File: src/rtl/piso_pkg.sv
// ---------------------------------------------------------------------------
// piso_pkg
// Shared types and constants for the parallel-in / serial-out shift register.
//   state_t            : controller state (IDLE, SHIFT)
//   PISO_WIDTH_DEFAULT : default parallel word width
// ---------------------------------------------------------------------------
package piso_pkg;

   localparam int unsigned PISO_WIDTH_DEFAULT = 4;

   typedef enum logic {
      IDLE  = 1'b0,
      SHIFT = 1'b1
   } state_t;

endpackage : piso_pkg

File: src/rtl/piso_shift_reg.sv
// ---------------------------------------------------------------------------
// piso_shift_reg
// Accepts a WIDTH-bit word over a valid/ready handshake and emits it one bit
// per clock, with a per-bit valid and a final-bit marker. A new word may be
// accepted on the final bit of the current one, so words stream with no gap.
//
// Build option:
//   PISO_MSB_FIRST_EN defined   : d_i[WIDTH-1] goes out first (left shift)
//   PISO_MSB_FIRST_EN undefined : d_i[0] goes out first (right shift)
//
// Ports:
//   clk           in   rising-edge clock
//   reset         in   synchronous, active-high reset
//   load_valid_i  in   word on d_i is offered
//   load_ready_o  out  a word can be accepted this cycle
//   d_i           in   parallel word, WIDTH bits
//   sout_o        out  current serial bit (0 when not valid)
//   sout_valid_o  out  sout_o carries a valid bit
//   last_o        out  sout_o is the final bit of the current word
//
// All outputs come straight from flops; their next values are derived from
// the next-state values so they line up with the state they describe.
// ---------------------------------------------------------------------------
module piso_shift_reg
   import piso_pkg::*;
#(
   parameter int unsigned WIDTH = PISO_WIDTH_DEFAULT
) (
   input  logic             clk,
   input  logic             reset,
   input  logic             load_valid_i,
   output logic             load_ready_o,
   input  logic [WIDTH-1:0] d_i,
   output logic             sout_o,
   output logic             sout_valid_o,
   output logic             last_o
);

   localparam int unsigned CNT_W = (WIDTH > 1) ? $clog2(WIDTH) : 1;
   localparam logic [CNT_W-1:0] CNT_LOAD = CNT_W'(WIDTH - 1);
   localparam logic [CNT_W-1:0] CNT_ZERO = '0;
   localparam logic [CNT_W-1:0] CNT_ONE  = CNT_W'(1);

   state_t             state_q, state_d;
   logic [WIDTH-1:0]   shreg_q, shreg_d;
   logic [CNT_W-1:0]   cnt_q,   cnt_d;

   logic               load_ready_q, load_ready_d;
   logic               sout_q,       sout_d;
   logic               sout_valid_q, sout_valid_d;
   logic               last_q,       last_d;

   logic               accept_c;
   logic [WIDTH-1:0]   shreg_shifted_c;
   logic               out_bit_c;

   // Handshake completes against the registered ready only.
   assign accept_c = load_valid_i & load_ready_q;

   // Shift direction and output tap follow the build option.
`ifdef PISO_MSB_FIRST_EN
   assign shreg_shifted_c = {shreg_q[WIDTH-2:0], 1'b0};
   assign out_bit_c       = shreg_d[WIDTH-1];
`else
   assign shreg_shifted_c = {1'b0, shreg_q[WIDTH-1:1]};
   assign out_bit_c       = shreg_d[0];
`endif

   // State and datapath registers.
   always_ff @(posedge clk) begin
      if (reset) begin
         state_q <= IDLE;
         shreg_q <= '0;
         cnt_q   <= '0;
      end else begin
         state_q <= state_d;
         shreg_q <= shreg_d;
         cnt_q   <= cnt_d;
      end
   end

   // Next-state: load on accept, otherwise shift and count down to zero.
   always_comb begin
      state_d = state_q;
      shreg_d = shreg_q;
      cnt_d   = cnt_q;
      case (state_q)
         IDLE: begin
            if (accept_c) begin
               state_d = SHIFT;
               shreg_d = d_i;
               cnt_d   = CNT_LOAD;
            end
         end
         SHIFT: begin
            if (accept_c) begin
               // Only reachable on the final bit: chain straight into the next word.
               state_d = SHIFT;
               shreg_d = d_i;
               cnt_d   = CNT_LOAD;
            end else begin
               shreg_d = shreg_shifted_c;
               if (cnt_q == CNT_ZERO) begin
                  state_d = IDLE;
               end else begin
                  cnt_d = cnt_q - CNT_ONE;
               end
            end
         end
         default: begin
            state_d = IDLE;
            shreg_d = '0;
            cnt_d   = '0;
         end
      endcase
   end

   // Output next values, decoded from next state so the flops match it.
   always_comb begin
      sout_valid_d = 1'b0;
      last_d       = 1'b0;
      load_ready_d = 1'b1;
      sout_d       = 1'b0;
      if (state_d == SHIFT) begin
         sout_valid_d = 1'b1;
         last_d       = (cnt_d == CNT_ZERO);
         load_ready_d = last_d;
         sout_d       = out_bit_c;
      end
   end

   // Output registers.
   always_ff @(posedge clk) begin
      if (reset) begin
         load_ready_q <= 1'b1;
         sout_q       <= 1'b0;
         sout_valid_q <= 1'b0;
         last_q       <= 1'b0;
      end else begin
         load_ready_q <= load_ready_d;
         sout_q       <= sout_d;
         sout_valid_q <= sout_valid_d;
         last_q       <= last_d;
      end
   end

   assign load_ready_o = load_ready_q;
   assign sout_o       = sout_q;
   assign sout_valid_o = sout_valid_q;
   assign last_o       = last_q;

endmodule : piso_shift_reg
File: config.mk
export PLATFORM = sky130hd
export DESIGN_NAME = piso_shift_reg
export DESIGN_NICKNAME = d
export VERILOG_FILES = /design/src/rtl/piso_pkg.sv /design/src/rtl/piso_shift_reg.sv
export SDC_FILE = /design/constraint.sdc
export NUM_CORES = 1
export LEC_CHECK = 0
export BUFFER_PORTS_ARGS = -buffer_cell sky130_fd_sc_hd__buf_4
export CORE_AREA = 8 8 45 47
export CTS_CLUSTER_SIZE = 25
export DETAILED_ROUTE_END_ITERATION = 6
export DIE_AREA = 0 0 53 55
export HOLD_SLACK_MARGIN = 0.12
export PLACE_DENSITY = 0.59
export SYNTH_ARGS = -nofsm -noshare
export SYNTH_HDL_FRONTEND = slang
export SYNTH_SLANG_ARGS = --single-unit
File: constraint.sdc
create_clock -name clk -period 2.95 [get_ports clk]
set_input_delay 0.295 -clock clk [delete_from_list [all_inputs] [get_ports clk]]
set_output_delay 0.295 -clock clk [all_outputs]
set_load 0.05 [all_outputs]
==> impl_metrics.tcl, run 1 <==
set metrics [dict create \
    clkTransAtPathRegs_ns 0.07 \
    r2r_setup_slack_ns 1.77 \
    hold_class "in2reg" \
    synthArstFlopShare 0 \
    wl_met3_um 59 \
    clkLatencyLatePin_ns 0.26 \
    synth_seq_area_share 0.497 \
    route.vias.total 294 \
    wl_um 720 \
    core_um2 1380 \
    skew_ns 0.00441 \
    dp.cells 63 \
    placed_area_um2 482 \
    diodes 0 \
    critPathArrivalTime_ns 1.07 \
    internal-power_w 0.000244 \
    start_util 0.291 \
    period_minus_slack_ns 1.37 \
    avgSynthCellArea_um2 10.3 \
    ant_nets 0 \
    slew_headroom 0.761 \
    post_cts_buffers 0 \
    wl_per_cell_um 10.7 \
    critPathLaunchType "flip-flop" \
    grt_overflow 0 \
    worstSetupPathType "reg2out" \
    leakage_nw 0.224 \
    synthFlopType "dfxtp_1" \
    maxCapViolCount 0 \
    gp_congestion 0.676 \
    htreeDepth 1 \
    p_switching_w 0.0000844 \
    max_freq_mhz 731 \
    fillCellCount 146 \
    portBuffers 10 \
    cp_slowest_cell "dfxtp_1" \
    drt_iter0_drc 4 \
    rsz0062_at_grt "no" \
    row_count 14 \
    drt_pass1_iterations 4 \
    holdBufCountCts 0 \
    status "finished, final reports clean" \
    drt-met1-wl_um 379 \
    cp_slowest_stage_delay_ns 0.54 \
    wl_met2_um 274 \
    setup_violations 0 \
    cp_num_buf_inv 1 \
    max_slew.worst_pin.slew_ns 0.358 \
    cts_sinks 10 \
    finalNonFillerCells 67 \
    cts_buffers 3 \
    critPathTopFamily "flip-flops" \
    tritoncts "yes" \
    die_area_um2 2920 \
    finalMaxSlewViolations 0 \
    vdd_ir_drop_max_v 0.000286 \
    grt_first_pass_wirelength_um 1090 \
    synth_cell_types 20 \
    syn_nets 46 \
    fin_crit_sh 0.464 \
    grt_start_max_net_pins 11 \
    tns_ns 0 \
    highest_layer "met4" \
    die_w_um 53 \
    boundaryPins 11 \
    yosysWarningCount 0 \
    grtUsageTotal 0.0526 \
    dp_hpwl_um 526 \
    drc 0 \
    die_h_um 55 \
    antenna_found_initial 0 \
    final_core_util 0.374 \
    cts_resized 0 \
    root_buffer "clkbuf_4" \
    clkPwrFrac 0.371 \
    critical_path_required_ns 2.65 \
    path_max_fanout 9 \
    fin_area_um2 518 \
    sw_frac_of_total 0.257 \
    p_per_area_nw_per_um2 635 \
    syn_inst 39 \
    crit_chain "buf_4" \
    nets 59 \
    cp-end-kind "output pin" \
    yosys_register_bits 10 \
    grt_pass1_vias 262 \
    synth_area_um2 403 \
    synth_edf_count 0 \
    seqPwrFrac 0.468 \
    vias_per_cell 4.39 \
    area_delta_synth_final_pct 28.6 \
    cts_buffer_depth 2 \
    hold_viol 0 \
    pwr-share-comb 0.161 \
    drive_gt1_frac 0.412 \
]
cells in the mapped netlist (2+ instances only):
cell type | n | area, um2
a21oi_1 | 2 | 10.0
nor2_1 | 4 | 15.0
mux2i_1 | 2 | 20.0
nand3_1 | 2 | 10.0
o21ai_0 | 2 | 10.0
a211oi_1 | 2 | 15.0
dfxtp_1 | 10 | 200
inv_1 | 3 | 11.3
cell usage in the layout, fill, tap and decap left out, drive strengths merged, types with 3 or more instances in the layout:
cell	n
dfxtp	10
buf	10
nor2	4
clkbuf	4
inv	3
mux2i	3
o21ai	3
flip-flops by register name (all words and copies together) (netlist names):
register,flops
load_ready_o,1
state_q,1
shreg_q,4
last_o,1
cnt_q,2
sout_o,1
per-layer routing:
metal  track usage  vias up
met3        0.0267        2
met4        0.0517        0
met5             0        -
met2        0.0605        8
li1              -      158
met1        0.0658      126
final timing paths:
check                           from                 endpoint  cells past startpoint
max               state_q$_SDFF_PP0_             sout_valid_o                      1
min                            reset  shreg_q[3]$_SDFFE_PP0P_                      2
max reg2reg       state_q$_SDFF_PP0_        sout_o$_SDFF_PP0_                      3
min reg2reg  shreg_q[3]$_SDFFE_PP0P_  shreg_q[3]$_SDFFE_PP0P_                      2
final cells by class:
| cell class | instances | area (um2) | share of cell area |
|---|---|---|---|
| well taps | 16 | 20.0 | 0.0386 |
| multi-input cells | 24 | 175 | 0.338 |
| repair buffers | 10 | 75.1 | 0.145 |
| flip-flops and latches | 10 | 200 | 0.386 |
| clock buffers | 4 | 36.3 | 0.0700 |
| inverters | 3 | 11.3 | 0.0217 |
power groups by stage:
stage	clock (W)	sequential (W)	combinational [W]
6_report	0.000122	0.000154	0.0000528
5_1_grt	0.000129	0.000155	0.0000577
4_1_cts	0.000127	0.000154	0.0000534
3_5_place_dp	0	0.000157	0.0000531
3_3_place_gp	0	0.000157	0.0000532
2_1_floorplan	0	0.000166	0.0000295
stage by stage:
step                power, W  hold WS, ns  worst slack, ns
floorplan           0.000195        0.437             1.53
global placement    0.000210        0.464             1.81
detailed placement  0.000210        0.463             1.79
CTS                 0.000334        0.236             1.58
global route        0.000342        0.248             1.53
finish              0.000329        0.247             1.58
cells by family (layout without fill, tap and decap cells):
| logic type | after synthesis | count (layout) | share of synthesized area |
|---|---|---|---|
| buffers and inverters | 5 | 17 | 0.0683 |
| and+or+nand+nor | 10 | 10 | 0.118 |
| DFF | 10 | 10 | 0.497 |
| AOI/OAI and AO/OA | 10 | 10 | 0.174 |
| muxes | 4 | 4 | 0.143 |
Power figures use the tool's default switching activity.
==> run 2: changes to the inputs <==
--- a/config.mk
+++ b/config.mk
@@ -5,13 +5,14 @@
 export SDC_FILE = /design/constraint.sdc
 export NUM_CORES = 1
 export LEC_CHECK = 0
+export ABC_AREA = 1
 export BUFFER_PORTS_ARGS = -buffer_cell sky130_fd_sc_hd__buf_4
 export CORE_AREA = 8 8 45 47
 export CTS_CLUSTER_SIZE = 25
 export DETAILED_ROUTE_END_ITERATION = 6
 export DIE_AREA = 0 0 53 55
 export HOLD_SLACK_MARGIN = 0.12
-export PLACE_DENSITY = 0.59
+export PLACE_DENSITY = 0.63
 export SYNTH_ARGS = -nofsm -noshare
 export SYNTH_HDL_FRONTEND = slang
 export SYNTH_SLANG_ARGS = --single-unit
==> constraint.sdc (replaced) <==
create_clock -name clk -period 1.1 [get_ports clk]
set_input_delay 0.11 -clock clk [delete_from_list [all_inputs] [get_ports clk]]
set_output_delay 0.11 -clock clk [all_outputs]
set_load 0.05 [all_outputs]
==> run 2 against run 1 <==
Against the previous run:
- die area unchanged
- utilization up 4.1 points
- power rose to 2.9 times the previous value
- final area up 11%
- clock-buffer cell count unchanged
- critical path type is now reg2reg
- critical endpoint is now shreg_q[0]$_SDFF_PP0_
- largest power group unchanged
- highest routed layer unchanged
==> impl_metrics.tcl, run 2 <==
set metrics [dict create \
    wl_um 880 \
    yosys-top-cells-area "dfxtp_1, nand2_1, nand3_1" \
    hold_viol 0 \
    yosys_register_bits 10 \
    rsz0062_at_grt "no" \
    setup_slack_ns 0.0908 \
    critPathArrivalTime_ns 1.18 \
    sw_frac_of_total 0.296 \
    grtUsageTotal 0.0734 \
    drt_iter0_drc 3 \
    worstSetupPathType "reg2reg" \
    synth_cell_types 14 \
    cts_buffer_depth 2 \
    row_count 14 \
    finalMaxSlewViolations 0 \
    grt_first_pass_wirelength_um 1490 \
    area_delta_synth_final_pct 33.0 \
    synth_edf_count 0 \
    synth_most_common_cell "nand2_1" \
    yosysTopAreaCellShare 0.464 \
    antenna_found_initial 0 \
    post_cts_buffers 0 \
    period_minus_slack_ns 1.01 \
    synth_common_cells "nand2_1, dfxtp_1, nand3_1, inv_1, nor2_1" \
    maxCapViolCount 0 \
    synthFlopType "dfxtp_1" \
    p_per_area_nw_per_um2 1670 \
    grt_start_max_net_pins 13 \
    portBuffers 10 \
    syn_nets 63 \
    max_slew.worst_pin.slew_ns 0.245 \
    vias_per_cell 4.37 \
    r2r_setup_slack_ns 0.09 \
    cts_sinks 10 \
    core_um2 1380 \
    synth_area_um2 432 \
    largest_register_ffs 4 \
    vdd_ir_drop_max_v 0.000591 \
    power_w 0.000957 \
    final_common_cell "nand2_1" \
    drc 0 \
    leakage_nw 0.278 \
    path_max_fanout 12 \
    pre_cts_ws_ns 0.0914 \
    r2r_cells 4 \
    dp_hpwl_um 656 \
    grt_overflow 0 \
    reg_top3 "shreg_q x4, cnt_q x2" \
    layout_common_cells "nand2_1, buf_4, dfxtp_1" \
    critical_path_required_ns 1.27 \
    diodes 0 \
    grt_pass1_vias 359 \
    r2r-start "load_ready_o$_SDFF_PP1_" \
    die_w_um 53 \
    pwr-share-comb 0.213 \
    cp-end-kind "flip-flop" \
    wl_per_cell_um 10.1 \
    internal-power_w 0.000674 \
    fin_crit_sh 0.917 \
    seqPwrFrac 0.438 \
    holdBufCountCts 2 \
    avgSynthCellArea_um2 7.71 \
    htreeDepth 1 \
    r2r-end "shreg_q[0]$_SDFF_PP0_" \
    synthArstFlopShare 0 \
    start_util 0.312 \
    route.vias.total 380 \
    fillCellCount 141 \
    synth_top_area_cell "dfxtp_1" \
    gp_congestion 0.779 \
    tns_ns 0 \
    cts_resized 0 \
    cp-startpoint "load_ready_o$_SDFF_PP1_" \
    nets 79 \
    hold_class "in2reg" \
    clkPwrFrac 0.348 \
    tritoncts "yes" \
    critPathLaunchType "flip-flop" \
    slew_headroom 0.836 \
    clkTransAtPathRegs_ns 0.07 \
    max_freq_mhz 991 \
    ant_nets 0 \
    syn_inst 56 \
    drt_pass1_iterations 4 \
    setup_violations 0 \
    synth_seq_area_share 0.464 \
    cts_buffers 3 \
    regMostFlops "shreg_q" \
    clkLatencyLatePin_ns 0.27 \
    crit_end "shreg_q[0]$_SDFF_PP0_" \
    root_buffer "clkbuf_4" \
    status "finished, final reports clean" \
    skew_ns 0.00318 \
    drive_gt1_frac 0.324 \
    boundaryPins 11 \
    yosysWarningCount 0 \
    die_h_um 55 \
    p_switching_w 0.000283 \
    die_area_um2 2920 \
]
## run 2: cell count changes after synthesis, moves of 2 or more
cell and delta:
a21oi_1 +2, nor2_1 +2, mux2i_1 -2, nand2_1 +13
nand3_1 +5, inv_1 +3, a211oi_1 -2, o21ai_0 -2
## run 2: worst min-delay path by stage
stage	slack (ns)	to	cells past startpoint	startpoint
after global routing	0.16	shreg_q[3]$_SDFFE_PP0P_	3	load_valid_i
after CTS	0.14	shreg_q[3]$_SDFFE_PP0P_	3	load_valid_i
after floorplan	0.18	cnt_q[1]$_SDFF_PP0_	1	reset
after global placement	0.34	shreg_q[3]$_SDFFE_PP0P_	2	reset
after detailed placement	0.34	shreg_q[3]$_SDFFE_PP0P_	2	reset
final	0.15	shreg_q[3]$_SDFFE_PP0P_	3	load_valid_i
## run 2: stage by stage
| step | hold slack [ns] | instance area, um2 | std cells | util |
|---|---|---|---|---|
| 2_1_floorplan | 0.179 | 434 | 56 | - |
| 3_3_place_gp | 0.342 | 518 | 81 | 0.374 |
| 3_5_place_dp | 0.340 | 518 | 81 | 0.374 |
| 4_1_cts | 0.142 | 574 | 87 | 0.415 |
| 5_1_grt | 0.162 | 574 | 87 | 0.415 |
| 6_report | 0.150 | 574 | 87 | 0.415 |
## run 2: logic make-up (layout without fill, tap and decap cells)
family / after synthesis / in the layout / share of synthesized area
AND/OR/NAND/NOR: 34 / 34 / 0.403
flip-flops: 10 / 10 / 0.464
buffers and inverters: 8 / 23 / 0.0869
AO/OA/AOI/OAI: 4 / 4 / 0.0464
## run 2: final cells by class
cell class	instances	area, um2	share of cell area
timing repair buffer	12	95.1	0.166
clock buffer	4	36.3	0.0632
sequential	10	203	0.353
multi-input combinational	38	194	0.338
inverter	7	26.3	0.0458
tap	16	20.0	0.0349
## run 2: critical path: stages, from the launching register on
cell	delay [ns]
dfxtp_2	0.36
nand2_2	0.17
or2_0	0.24
nand2_1	0.09
nor2_1	0.04
## run 2: routing by layer
layer	up-vias	share of wire	track usage
met4	0	0.039	0.0905
li1	204	-	-
met1	161	0.44	0.0735
met3	4	0.11	0.0348
met2	11	0.41	0.102
met5	-	0	0
## run 2: power by group through the flow
stage | sequential [W] | clock (W) | combinational (W)
detailed placement | 0.000429 | 0 | 0.000201
global route | 0.000424 | 0.000374 | 0.000225
CTS | 0.000420 | 0.000350 | 0.000207
global placement | 0.000429 | 0 | 0.000200
finish | 0.000420 | 0.000334 | 0.000204
floorplan | 0.000467 | 0 | 0.000108
==> run 3: changes to the inputs <==
--- a/config.mk
+++ b/config.mk
@@ -13,6 +13,7 @@
 export DIE_AREA = 0 0 53 55
 export HOLD_SLACK_MARGIN = 0.12
 export PLACE_DENSITY = 0.63
+export RECOVER_POWER = 50
 export SYNTH_ARGS = -nofsm -noshare
 export SYNTH_HDL_FRONTEND = slang
 export SYNTH_SLANG_ARGS = --single-unit
==> run 3 against run 2 <==
Against the previous run:
- non-clock buffer count stayed put
- register-to-register slack about the same
- sequential power about the same
- worst hold slack about the same
- critical endpoint unchanged
- largest cell class unchanged
==> impl_metrics.tcl, run 3 (synthesized netlist as in run 2, its figures left out) <==
set metrics [dict create \
    drt_pass1_iterations 4 \
    pwr-share-comb 0.211 \
    fin_crit_sh 0.918 \
    core_um2 1380 \
    leakage_nw 0.276 \
    status "finished, final reports clean" \
    crit_end "shreg_q[0]$_SDFF_PP0_" \
    max_freq_mhz 990 \
    antenna_found_initial 0 \
    drive_gt1_frac 0.324 \
    die_w_um 53 \
    seqPwrFrac 0.439 \
    finalMaxSlewViolations 0 \
    hold_class "in2reg" \
    die_h_um 55 \
    vdd_ir_drop_max_v 0.000591 \
    cts_buffers 3 \
    setup_slack_ns 0.0904 \
    boundaryPins 11 \
    nets 79 \
    clkPwrFrac 0.350 \
    critical_path_required_ns 1.27 \
    fillCellCount 142 \
    r2r-start "load_ready_o$_SDFF_PP1_" \
    final-seq-area_um2 203 \
    cts_sinks 10 \
    ant_nets 0 \
    slew_headroom 0.811 \
    htreeDepth 1 \
    hold_viol 0 \
    p_switching_w 0.000284 \
    drt_iter0_drc 5 \
    grt_first_pass_wirelength_um 1490 \
    worstSetupPathType "reg2reg" \
    cts_buffer_depth 2 \
    met2_usage 0.102 \
    max_slew.worst_pin.slew_ns 0.284 \
    root_buffer "clkbuf_4" \
    p_per_area_nw_per_um2 1680 \
    dp_hpwl_um 656 \
    period_minus_slack_ns 1.01 \
    regMostFlops "shreg_q" \
    skew_ns 0.00350 \
    drc 0 \
    r2r_cells 4 \
    sw_frac_of_total 0.297 \
    grt_start_max_net_pins 13 \
    final_common_cell "nand2_1" \
    pre_cts_ws_ns 0.0914 \
    portBuffers 10 \
    power_w 0.000955 \
    largest_register_ffs 4 \
    grt_overflow 0 \
    vias_per_cell 4.36 \
    grt_util_met1 0.0735 \
    area_delta_synth_final_pct 31.9 \
    wl_per_cell_um 10.1 \
    layout_common_cells "nand2_1, dfxtp_1, buf_4" \
    r2r_setup_slack_ns 0.09 \
    clkTransAtPathRegs_ns 0.07 \
    internal-power_w 0.000671 \
    setup_violations 0 \
    clkLatencyLatePin_ns 0.27 \
    die_area_um2 2920 \
    post_cts_buffers 0 \
    r2r-end "shreg_q[0]$_SDFF_PP0_" \
    cp-end-kind "flip-flop" \
    rsz0062_at_grt "no" \
    maxCapViolCount 0 \
    wl_um 883 \
    grt_pass1_vias 359 \
    diodes 0 \
    row_count 14 \
    fin_area_um2 569 \
    reg_top3 "shreg_q x4, cnt_q x2" \
    cp-startpoint "load_ready_o$_SDFF_PP1_" \
    critPathArrivalTime_ns 1.18 \
    hold_ws_ns 0.150 \
    critPathLaunchType "flip-flop" \
    grtUsageTotal 0.0734 \
    start_util 0.312 \
    route.vias.total 379 \
    placed_area_um2 518 \
    multi_input_area_um2 194 \
    cts_resized 0 \
    grt_use_met3 0.0348 \
    tritoncts "yes" \
    path_max_fanout 12 \
    top_usage_layer "met2" \
    tns_ns 0 \
    gp_congestion 0.779 \
]
==> run 3: cell count changes in the layout (fill, tap and decap cells not counted), sizes merged <==
cell    before  now
buf         10    8
clkbuf       4    6
==> run 3: through the flow <==
| step | utilization | instances |
|---|---|---|
| global placement | 0.374 | 81 |
| global route | 0.411 | 87 |
| floorplan | - | 56 |
| CTS | 0.415 | 87 |
| finish | 0.411 | 87 |
| detailed placement | 0.374 | 81 |
==> run 3: worst min-delay path by stage <==
stage	start	to	slack, ns	depth (start not counted)
after detailed placement	reset	shreg_q[3]$_SDFFE_PP0P_	0.34	2
after CTS	load_valid_i	shreg_q[3]$_SDFFE_PP0P_	0.14	3
after global routing	load_valid_i	shreg_q[3]$_SDFFE_PP0P_	0.16	3
final	load_valid_i	shreg_q[3]$_SDFFE_PP0P_	0.15	3
after floorplan	reset	cnt_q[1]$_SDFF_PP0_	0.18	1
after global placement	reset	shreg_q[3]$_SDFFE_PP0P_	0.34	2
==> run 3: what timing repair did <==
item,4_1_cts,5_1_grt
hold buffers,2,0
endpoints found under the setup margin,0,0
hold endpoints to repair,6,0
==> run 3: critical path, stage by stage, from the launching register on <==
cell	delay (ns)
dfxtp_2	0.36
nand2_2	0.17
or2_0	0.24
nand2_1	0.09
nor2_1	0.04
==> run 3: cell type report <==
cell class              instances  area share
well taps                      16      0.0352
repair buffers                 12       0.158
flip-flops and latches         10       0.356
inverters                       7      0.0462
clock buffers                   4      0.0637
multi-input cells              38       0.341
==> run 3: power by group through the flow <==
| stage | sequential, W | combinational (W) | clock [W] |
|---|---|---|---|
| 3_3_place_gp | 0.000429 | 0.000200 | 0 |
| 3_5_place_dp | 0.000429 | 0.000201 | 0 |
| 6_report | 0.000420 | 0.000201 | 0.000334 |
| 4_1_cts | 0.000420 | 0.000207 | 0.000350 |
| 5_1_grt | 0.000424 | 0.000223 | 0.000374 |
| 2_1_floorplan | 0.000467 | 0.000108 | 0 |
==> run 3: per-layer routing <==
metal,vias to the layer above,share of wire
met2,11,0.41
li1,203,-
met3,4,0.11
met1,161,0.45
met4,0,0.039
met5,-,0
